<file path="src/rtl/vdc_rr_scheduler_if.sv">
// Request, reseed and response bundle between the sampling consumers and the
// shared Van der Corput engine.
interface vdc_rr_scheduler_if #(
   parameter int unsigned NUM_REQ = 4
);
   localparam int unsigned ID_W = $clog2(NUM_REQ);

   logic [NUM_REQ-1:0] req_valid;
   logic [NUM_REQ-1:0] req_ready;
   logic               reseed_valid;
   logic [ID_W-1:0]    reseed_id;
   logic [31:0]        reseed_seed;
   logic               rsp_valid;
   logic               rsp_ready;
   logic [ID_W-1:0]    rsp_id;
   logic [31:0]        rsp_index;
   logic [31:0]        rsp_data;
   logic               busy;

   modport master (
      output req_valid, reseed_valid, reseed_id, reseed_seed, rsp_ready,
      input  req_ready, rsp_valid, rsp_id, rsp_index, rsp_data, busy
   );

   modport slave (
      input  req_valid, reseed_valid, reseed_id, reseed_seed, rsp_ready,
      output req_ready, rsp_valid, rsp_id, rsp_index, rsp_data, busy
   );
endinterface

</file>
<file path="src/rtl/vdc_rr_scheduler.sv">
// Round-robin scheduler sharing one iterative Van der Corput digit-reversal
// engine between NUM_REQ channels, each with its own sequence counter.
module vdc_rr_scheduler #(
   parameter int unsigned NUM_REQ = 4,
   parameter int unsigned BASE    = 2,
   parameter int unsigned SCALE   = 16
) (
   input  logic               clk,
   input  logic               rst,
   vdc_rr_scheduler_if.slave  s_bus
);

   localparam int unsigned ID_W   = $clog2(NUM_REQ);
   localparam int unsigned NDIG_W = $clog2(SCALE + 1);

   // BASE^SCALE, saturated just above 32 bits so the range check below cannot wrap
   function automatic longint unsigned f_pow(input int unsigned b, input int unsigned e);
      longint unsigned p;
      p = 64'd1;
      for (int unsigned i = 0; i < e; i++) begin
         p = p * 64'(b);
         if (p > 64'hFFFF_FFFF) p = 64'h1_0000_0000;
      end
      return p;
   endfunction

   localparam longint unsigned FACTOR_W = f_pow(BASE, SCALE);
   localparam logic [31:0]     FACTOR   = 32'(FACTOR_W);

   generate
      if (NUM_REQ < 2 || NUM_REQ > 16) begin : g_bad_num_req
         $error("vdc_rr_scheduler: NUM_REQ must be in 2..16");
      end
      if (!(BASE == 2 || BASE == 3 || BASE == 7)) begin : g_bad_base
         $error("vdc_rr_scheduler: BASE must be 2, 3 or 7");
      end
      if (SCALE == 0 || FACTOR_W > 64'hFFFF_FFFF) begin : g_bad_scale
         $error("vdc_rr_scheduler: BASE**SCALE must fit in 32 bits");
      end
   endgenerate

   typedef enum logic [1:0] {
      ST_IDLE = 2'd0,
      ST_CALC = 2'd1,
      ST_DONE = 2'd2
   } state_t;

   state_t            r_state;
   state_t            w_state_next;
   logic [ID_W-1:0]   r_ptr;
   logic [31:0]       r_count [NUM_REQ];
   logic [31:0]       r_k;
   logic [31:0]       r_index;
   logic [31:0]       r_fac;
   logic [31:0]       r_acc;
   logic [NDIG_W-1:0] r_ndig;
   logic [ID_W-1:0]   r_id;

   logic [NUM_REQ-1:0] w_req_eff;
   logic               w_gnt_found;
   logic [ID_W-1:0]    w_gnt_id;
   logic               w_hs;
   logic [31:0]        w_k_next;
   logic [31:0]        w_digit;
   logic [31:0]        w_fac_next;
   logic [31:0]        w_acc_next;
   logic               w_calc_last;
   logic [NUM_REQ-1:0] w_req_ready;
   logic               w_rsp_valid;
   logic               w_busy;

   // Round-robin search starting after r_ptr; a channel being reseeded this cycle is skipped
   always_comb begin : arbiter
      w_req_eff = s_bus.req_valid;
      if (s_bus.reseed_valid) w_req_eff[s_bus.reseed_id] = 1'b0;
      w_gnt_found = 1'b0;
      w_gnt_id    = '0;
      for (int unsigned off = 1; off <= NUM_REQ; off++) begin
         if (!w_gnt_found && w_req_eff[ID_W'((32'(r_ptr) + off) % NUM_REQ)]) begin
            w_gnt_found = 1'b1;
            w_gnt_id    = ID_W'((32'(r_ptr) + off) % NUM_REQ);
         end
      end
   end

   assign w_hs = (r_state == ST_IDLE) && w_gnt_found && !rst;

   // One base-BASE digit step; the power-of-two base is spelled out as shift/mask
   generate
      if (BASE == 2) begin : g_base2
         assign w_k_next   = r_k >> 1;
         assign w_digit    = {31'd0, r_k[0]};
         assign w_fac_next = r_fac >> 1;
      end else begin : g_base_n
         assign w_k_next   = r_k / BASE;
         assign w_digit    = r_k % BASE;
         assign w_fac_next = r_fac / BASE;
      end
   endgenerate

   assign w_acc_next  = r_acc + (w_digit * w_fac_next);
   assign w_calc_last = (w_k_next == 32'd0) || ((32'(r_ndig) + 32'd1) == SCALE);

   always_ff @(posedge clk or posedge rst) begin : state_reg
      if (rst) r_state <= ST_IDLE;
      else     r_state <= w_state_next;
   end

   always_comb begin : next_state
      w_state_next = r_state;
      case (r_state)
         ST_IDLE: if (w_hs)              w_state_next = ST_CALC;
         ST_CALC: if (w_calc_last)       w_state_next = ST_DONE;
         ST_DONE: if (s_bus.rsp_ready)   w_state_next = ST_IDLE;
         default:                        w_state_next = ST_IDLE;
      endcase
   end

   always_comb begin : fsm_outputs
      w_req_ready = '0;
      w_rsp_valid = 1'b0;
      w_busy      = 1'b0;
      case (r_state)
         ST_IDLE: if (w_hs) w_req_ready[w_gnt_id] = 1'b1;
         ST_CALC: w_busy = 1'b1;
         ST_DONE: begin
            w_busy      = 1'b1;
            w_rsp_valid = 1'b1;
         end
         default: ;
      endcase
   end

   // Grant capture, digit loop and per-channel counters; reseed beats increment
   always_ff @(posedge clk or posedge rst) begin : datapath
      if (rst) begin
         r_ptr   <= ID_W'(NUM_REQ - 1);
         r_k     <= '0;
         r_index <= '0;
         r_fac   <= '0;
         r_acc   <= '0;
         r_ndig  <= '0;
         r_id    <= '0;
         for (int unsigned i = 0; i < NUM_REQ; i++) r_count[i] <= '0;
      end else begin
         if (w_hs) begin
            r_k     <= r_count[w_gnt_id] + 32'd1;
            r_index <= r_count[w_gnt_id] + 32'd1;
            r_fac   <= FACTOR;
            r_acc   <= '0;
            r_ndig  <= '0;
            r_id    <= w_gnt_id;
            r_ptr   <= w_gnt_id;
         end else if (r_state == ST_CALC) begin
            r_fac  <= w_fac_next;
            r_acc  <= w_acc_next;
            r_k    <= w_k_next;
            r_ndig <= r_ndig + NDIG_W'(1);
         end
         for (int unsigned i = 0; i < NUM_REQ; i++) begin
            if (s_bus.reseed_valid && (s_bus.reseed_id == ID_W'(i)))
               r_count[i] <= s_bus.reseed_seed;
            else if (w_hs && (w_gnt_id == ID_W'(i)))
               r_count[i] <= r_count[i] + 32'd1;
         end
      end
   end

   assign s_bus.req_ready = w_req_ready;
   assign s_bus.rsp_valid = w_rsp_valid;
   assign s_bus.rsp_id    = r_id;
   assign s_bus.rsp_index = r_index;
   assign s_bus.rsp_data  = r_acc;
   assign s_bus.busy      = w_busy;

endmodule

</file>
<file path="src/flat_wrapper.sv">
// flat-port wrapper written by rule: the top's interface ports become plain ports
module vdc_rr_scheduler_flat 
#(
   parameter int unsigned NUM_REQ = 4,
   parameter int unsigned BASE    = 2,
   parameter int unsigned SCALE   = 16
)
  (clk, rst, s_bus_req_valid, s_bus_reseed_valid, s_bus_reseed_id, s_bus_reseed_seed, s_bus_rsp_ready, s_bus_req_ready, s_bus_rsp_valid, s_bus_rsp_id, s_bus_rsp_index, s_bus_rsp_data, s_bus_busy);
  vdc_rr_scheduler_if #(.NUM_REQ(NUM_REQ)) s_bus_i ();
  input  logic clk;
  input  logic rst;
  input wire logic [$bits(s_bus_i.req_valid)-1:0] s_bus_req_valid;
  input wire logic [$bits(s_bus_i.reseed_valid)-1:0] s_bus_reseed_valid;
  input wire logic [$bits(s_bus_i.reseed_id)-1:0] s_bus_reseed_id;
  input wire logic [$bits(s_bus_i.reseed_seed)-1:0] s_bus_reseed_seed;
  input wire logic [$bits(s_bus_i.rsp_ready)-1:0] s_bus_rsp_ready;
  output wire logic [$bits(s_bus_i.req_ready)-1:0] s_bus_req_ready;
  output wire logic [$bits(s_bus_i.rsp_valid)-1:0] s_bus_rsp_valid;
  output wire logic [$bits(s_bus_i.rsp_id)-1:0] s_bus_rsp_id;
  output wire logic [$bits(s_bus_i.rsp_index)-1:0] s_bus_rsp_index;
  output wire logic [$bits(s_bus_i.rsp_data)-1:0] s_bus_rsp_data;
  output wire logic [$bits(s_bus_i.busy)-1:0] s_bus_busy;
  assign s_bus_i.req_valid = s_bus_req_valid;
  assign s_bus_i.reseed_valid = s_bus_reseed_valid;
  assign s_bus_i.reseed_id = s_bus_reseed_id;
  assign s_bus_i.reseed_seed = s_bus_reseed_seed;
  assign s_bus_i.rsp_ready = s_bus_rsp_ready;
  assign s_bus_req_ready = s_bus_i.req_ready;
  assign s_bus_rsp_valid = s_bus_i.rsp_valid;
  assign s_bus_rsp_id = s_bus_i.rsp_id;
  assign s_bus_rsp_index = s_bus_i.rsp_index;
  assign s_bus_rsp_data = s_bus_i.rsp_data;
  assign s_bus_busy = s_bus_i.busy;
  vdc_rr_scheduler #(.NUM_REQ(NUM_REQ), .BASE(BASE), .SCALE(SCALE)) u_core (.clk(clk), .rst(rst), .s_bus(s_bus_i));
endmodule
</file>
<file path="config.mk">
export PLATFORM = sky130hd
export DESIGN_NAME = vdc_rr_scheduler_flat
export DESIGN_NICKNAME = d
export VERILOG_FILES = /design/src/rtl/vdc_rr_scheduler_if.sv /design/src/rtl/vdc_rr_scheduler.sv /design/src/flat_wrapper.sv
export SDC_FILE = /design/constraint.sdc
export NUM_CORES = 1
export LEC_CHECK = 0
export ABC_CLOCK_PERIOD_IN_PS = 18400
export BUFFER_PORTS_ARGS = -buffer_cell sky130_fd_sc_hd__buf_2
export CAP_MARGIN = 10
export CORE_ASPECT_RATIO = 0.9
export CORE_UTILIZATION = 61
export DETAILED_ROUTE_END_ITERATION = 10
export HOLD_SLACK_MARGIN = 0.1
export PLACE_DENSITY = 0.78
export RECOVER_POWER = 50
export SLEW_MARGIN = 20
export SYNTH_ARGS = -nofsm -noshare
export SYNTH_HDL_FRONTEND = slang
export SYNTH_SLANG_ARGS = --single-unit
export TNS_END_PERCENT = 10
</file>
<file path="constraint.sdc">
create_clock -name clk -period 18.4 [get_ports clk]
set_clock_uncertainty 0.15 [all_clocks]
set_input_delay 3.68 -clock clk [delete_from_list [all_inputs] [get_ports clk]]
set_output_delay 3.68 -clock clk [all_outputs]
set_load 0.03 [all_outputs]
</file>
==> results.sh <==
export IMPL_status="finished, violations left"
export IMPL_violations="max-capacitance violations, max-slew violations"
export IMPL_r2r_cells=10
export IMPL_worstMarginPinSlew_ns=3.98
export IMPL_hold_viol=0
export IMPL_grt_max_degree=113
export IMPL_hold_slack_ns=0.341
export IMPL_clock_root_buffer="clkbuf_16"
export IMPL_ctsHoldBuffers=0
export IMPL_cp_required_ns=14.57
export IMPL_crit_family="buffers and inverters"
export IMPL_power_leakage_nw=7.19
export IMPL_synth_distinct_cells=81
export IMPL_clock_sinks=251
export IMPL_finalCritPeriodShare_pct=67.3
export IMPL_cap_violations=3
export IMPL_h_tree_depth=1
export IMPL_ant_nets=0
export IMPL_drv_slew=199
export IMPL_fin_crit_ns=12.39
export IMPL_dieArea_um2=26000
export IMPL_yosys_warnings=0
export IMPL_wirelength_um=43500
export IMPL_dpl_hpwl_um=30500
export IMPL_crit_chain="clkbuf_1 -> nor3b_1 -> clkbuf_1 -> nor2b_1 -> o311a_1 -> buf_6 -> o2111ai_1 -> buf_4 -> inv_1 -> buf_2"
export IMPL_synthCells=1707
export IMPL_regArea_um2=6280
export IMPL_async_flop_share_pct=100
export IMPL_path_depth=10
export IMPL_die_width_um=170
export IMPL_worstSetupPathType="primary input to primary output"
export IMPL_synth_main_ff_cell="dfrtp_1"
export IMPL_via_count=13600
export IMPL_area_delta_synth_final_pct=9.63
export IMPL_grt_overflow=0
export IMPL_final_area_um2=17000
export IMPL_fillers=2053
export IMPL_cts_tree="built"
export IMPL_multi_input_area_um2=8620
export IMPL_die_y_um=153
export IMPL_netlist_area_um2=15500
export IMPL_cts_buffer_depth=3
export IMPL_core_area_um2=24600
export IMPL_final_common_cell="dfrtp_1"
export IMPL_syn_area_per_cell_um2=9.06
export IMPL_relSlewSlack_pct=-165
export IMPL_drc_errors=0
export IMPL_post_cts_setup_buffers=0
export IMPL_grtUsageTotal_pct=33.4
export IMPL_ys_ff_latch=251
export IMPL_drive_gt1_share_pct=9.40
export IMPL_synth_edf_count=0
export IMPL_critPathMostFrequentCell="clkbuf_1"
export IMPL_whs_path_depth=2
export IMPL_dpl_instance_area_um2=16100
export IMPL_grt_pass1_wl_um=68800
export IMPL_numCtsBuffers=28
export IMPL_vias_per_cell=6.41
export IMPL_clk_latency_ns=0.54
export IMPL_routedWlPerCell_um=20.5
export IMPL_hp_class="flip-flop to flip-flop"
export IMPL_synth_fp_nets=1775
export IMPL_start_kind="primary input"
export IMPL_path_buf_inv=6
export IMPL_start_util_pct=62.9
export IMPL_ys_seq_area_share_pct=40.6
export IMPL_ios=114
export IMPL_critPathMaxStageDelay_ns=1.50
export IMPL_max_vdd_ir_drop_mv=0.107
export IMPL_endpoint_kind="primary output"
export IMPL_setup_tns_ns=0
export IMPL_first_iter_violations=1564
export IMPL_drtPass1Iterations=6
export IMPL_final_net_count=1836
export IMPL_cp_arrival_ns=8.56
export IMPL_cts_resized=0
export IMPL_fmax_mhz=80.7
export IMPL_antenna_found_initial=4
export IMPL_final_cell_mix="dfrtp_1 (249), nand2_1 (179), nor2_1 (154)"
export IMPL_portBuffers=113
export IMPL_core_rowCount=54
export IMPL_final_setup_viol_count=0
export IMPL_final_core_util_pct=68.9
export IMPL_cp_max_fo=112
export IMPL_clk_pin_slew_ns=0.06
export IMPL_powerDensity_nw_per_um2=145
export IMPL_gp_congestion=0.968
export IMPL_rsz0062_at_grt="false"
export IMPL_crit_path_top_delay_cell="clkbuf_1"
export IMPL_grt_pass1_vias=12600
==> area by class of cell <==
cell class | count | share of cell area [%]
antenna | 3 | 0.0443
clock buffer | 40 | 4.94
clock inverter | 10 | 0.443
inverter | 36 | 0.841
multi-input combinational | 1325 | 50.8
sequential | 251 | 37.1
tap | 336 | 2.48
timing repair buffer | 126 | 3.36
==> path summary, 6_finish.rpt <==
| path | to | slack [ns] | startpoint |
|---|---|---|---|
| max reg2reg | u_core.s_bus.rsp_index[30] | 13.72 | u_core.r_ptr[0] |
| min reg2reg | u_core.s_bus.rsp_index[1] | 0.34 | u_core.s_bus.rsp_index[1] |
| min | u_core.s_bus.rsp_index[1] | 0.34 | u_core.s_bus.rsp_index[1] |
| max | s_bus_req_ready[3] | 6.01 | s_bus_reseed_valid |
| min in group asynchronous | u_core.s_bus.rsp_data[0] | 3.15 | rst |
| max in group asynchronous | u_core.r_k[28] | 10.65 | rst |
==> kinds of logic after synthesis <==
kind of cell / synth area share [%]
adders and majority gates: 2.15
DFF: 40.6
AOI/OAI and AO/OA: 16.6
and+or+nand+nor: 22.2
muxes: 9.34
buffers and inverters: 3.80
xor gates and xnor gates: 5.27
==> stage by stage <==
stage,cells,setup WS (ns),power (mW)
5_1_grt,2126,5.67,2.58
6_report,2127,6.01,2.45
2_1_floorplan,1707,2.76,1.62
3_5_place_dp,2074,7.35,1.89
4_1_cts,2124,7.31,2.45
3_3_place_gp,2074,7.40,1.87
==> synth_stat cells (14+ instances only) <==
cell type | n | area share [%]
xor2_1 | 60 | 3.4
and3_1 | 47 | 1.9
xnor2_1 | 33 | 1.9
nand3_1 | 54 | 1.7
mux2_2 | 30 | 2.2
ha_1 | 25 | 2.0
a21oi_1 | 49 | 1.6
and2_1 | 28 | 1.1
nor4_1 | 26 | 1.1
a31oi_1 | 37 | 1.5
o21ai_0 | 140 | 4.5
nor3b_1 | 15 | 0.73
nor3_1 | 36 | 1.2
dfrtp_1 | 249 | 40
clkbuf_1 | 70 | 1.7
nand2_1 | 179 | 4.3
nor2_1 | 155 | 3.8
a211oi_1 | 26 | 1.3
nand4_1 | 51 | 2.1
nor2b_1 | 27 | 1.1
o311ai_0 | 14 | 0.79
mux2i_1 | 109 | 7.1
a221o_1 | 34 | 2.2
inv_1 | 36 | 0.87
==> metal layers <==
| layer | up-vias | GRT usage, % | routed length, um |
|---|---|---|---|
| li1 | 6369 | - | - |
| met5 | - | 0 | 11 |
| met2 | 604 | 50.9 | 19400 |
| met4 | 2 | 9.52 | 1250 |
| met3 | 78 | 5.26 | 3390 |
| met1 | 6588 | 49.2 | 19500 |
==> registers in the layout, summed over array words and instances (netlist names) <==
register / flops
u_core.r_ndig: 5
u_core.s_bus.rsp_data: 32
u_core.s_bus.rsp_index: 32
u_core.r_fac: 16
u_core.r_state: 2
u_core.r_k: 32
u_core.r_ptr: 2
u_core.s_bus.rsp_id: 2
u_core.r_count: 128
==> worst reg2reg max path: cells and delay by family (launching register included) <==
kind             cells  cell delay (ns)
AO/OA/AOI/OAI        3             0.58
flip-flops           1             0.57
multiplexers         2             0.90
AND/OR/NAND/NOR      5             2.36
==> power breakdown <==
part           internal (mW)  total [mW]  switching, mW
Clock                  0.328       0.555          0.227
Combinational          0.361       0.968          0.608
Sequential             0.727       0.928          0.202
Power figures use the tool's default switching activity.
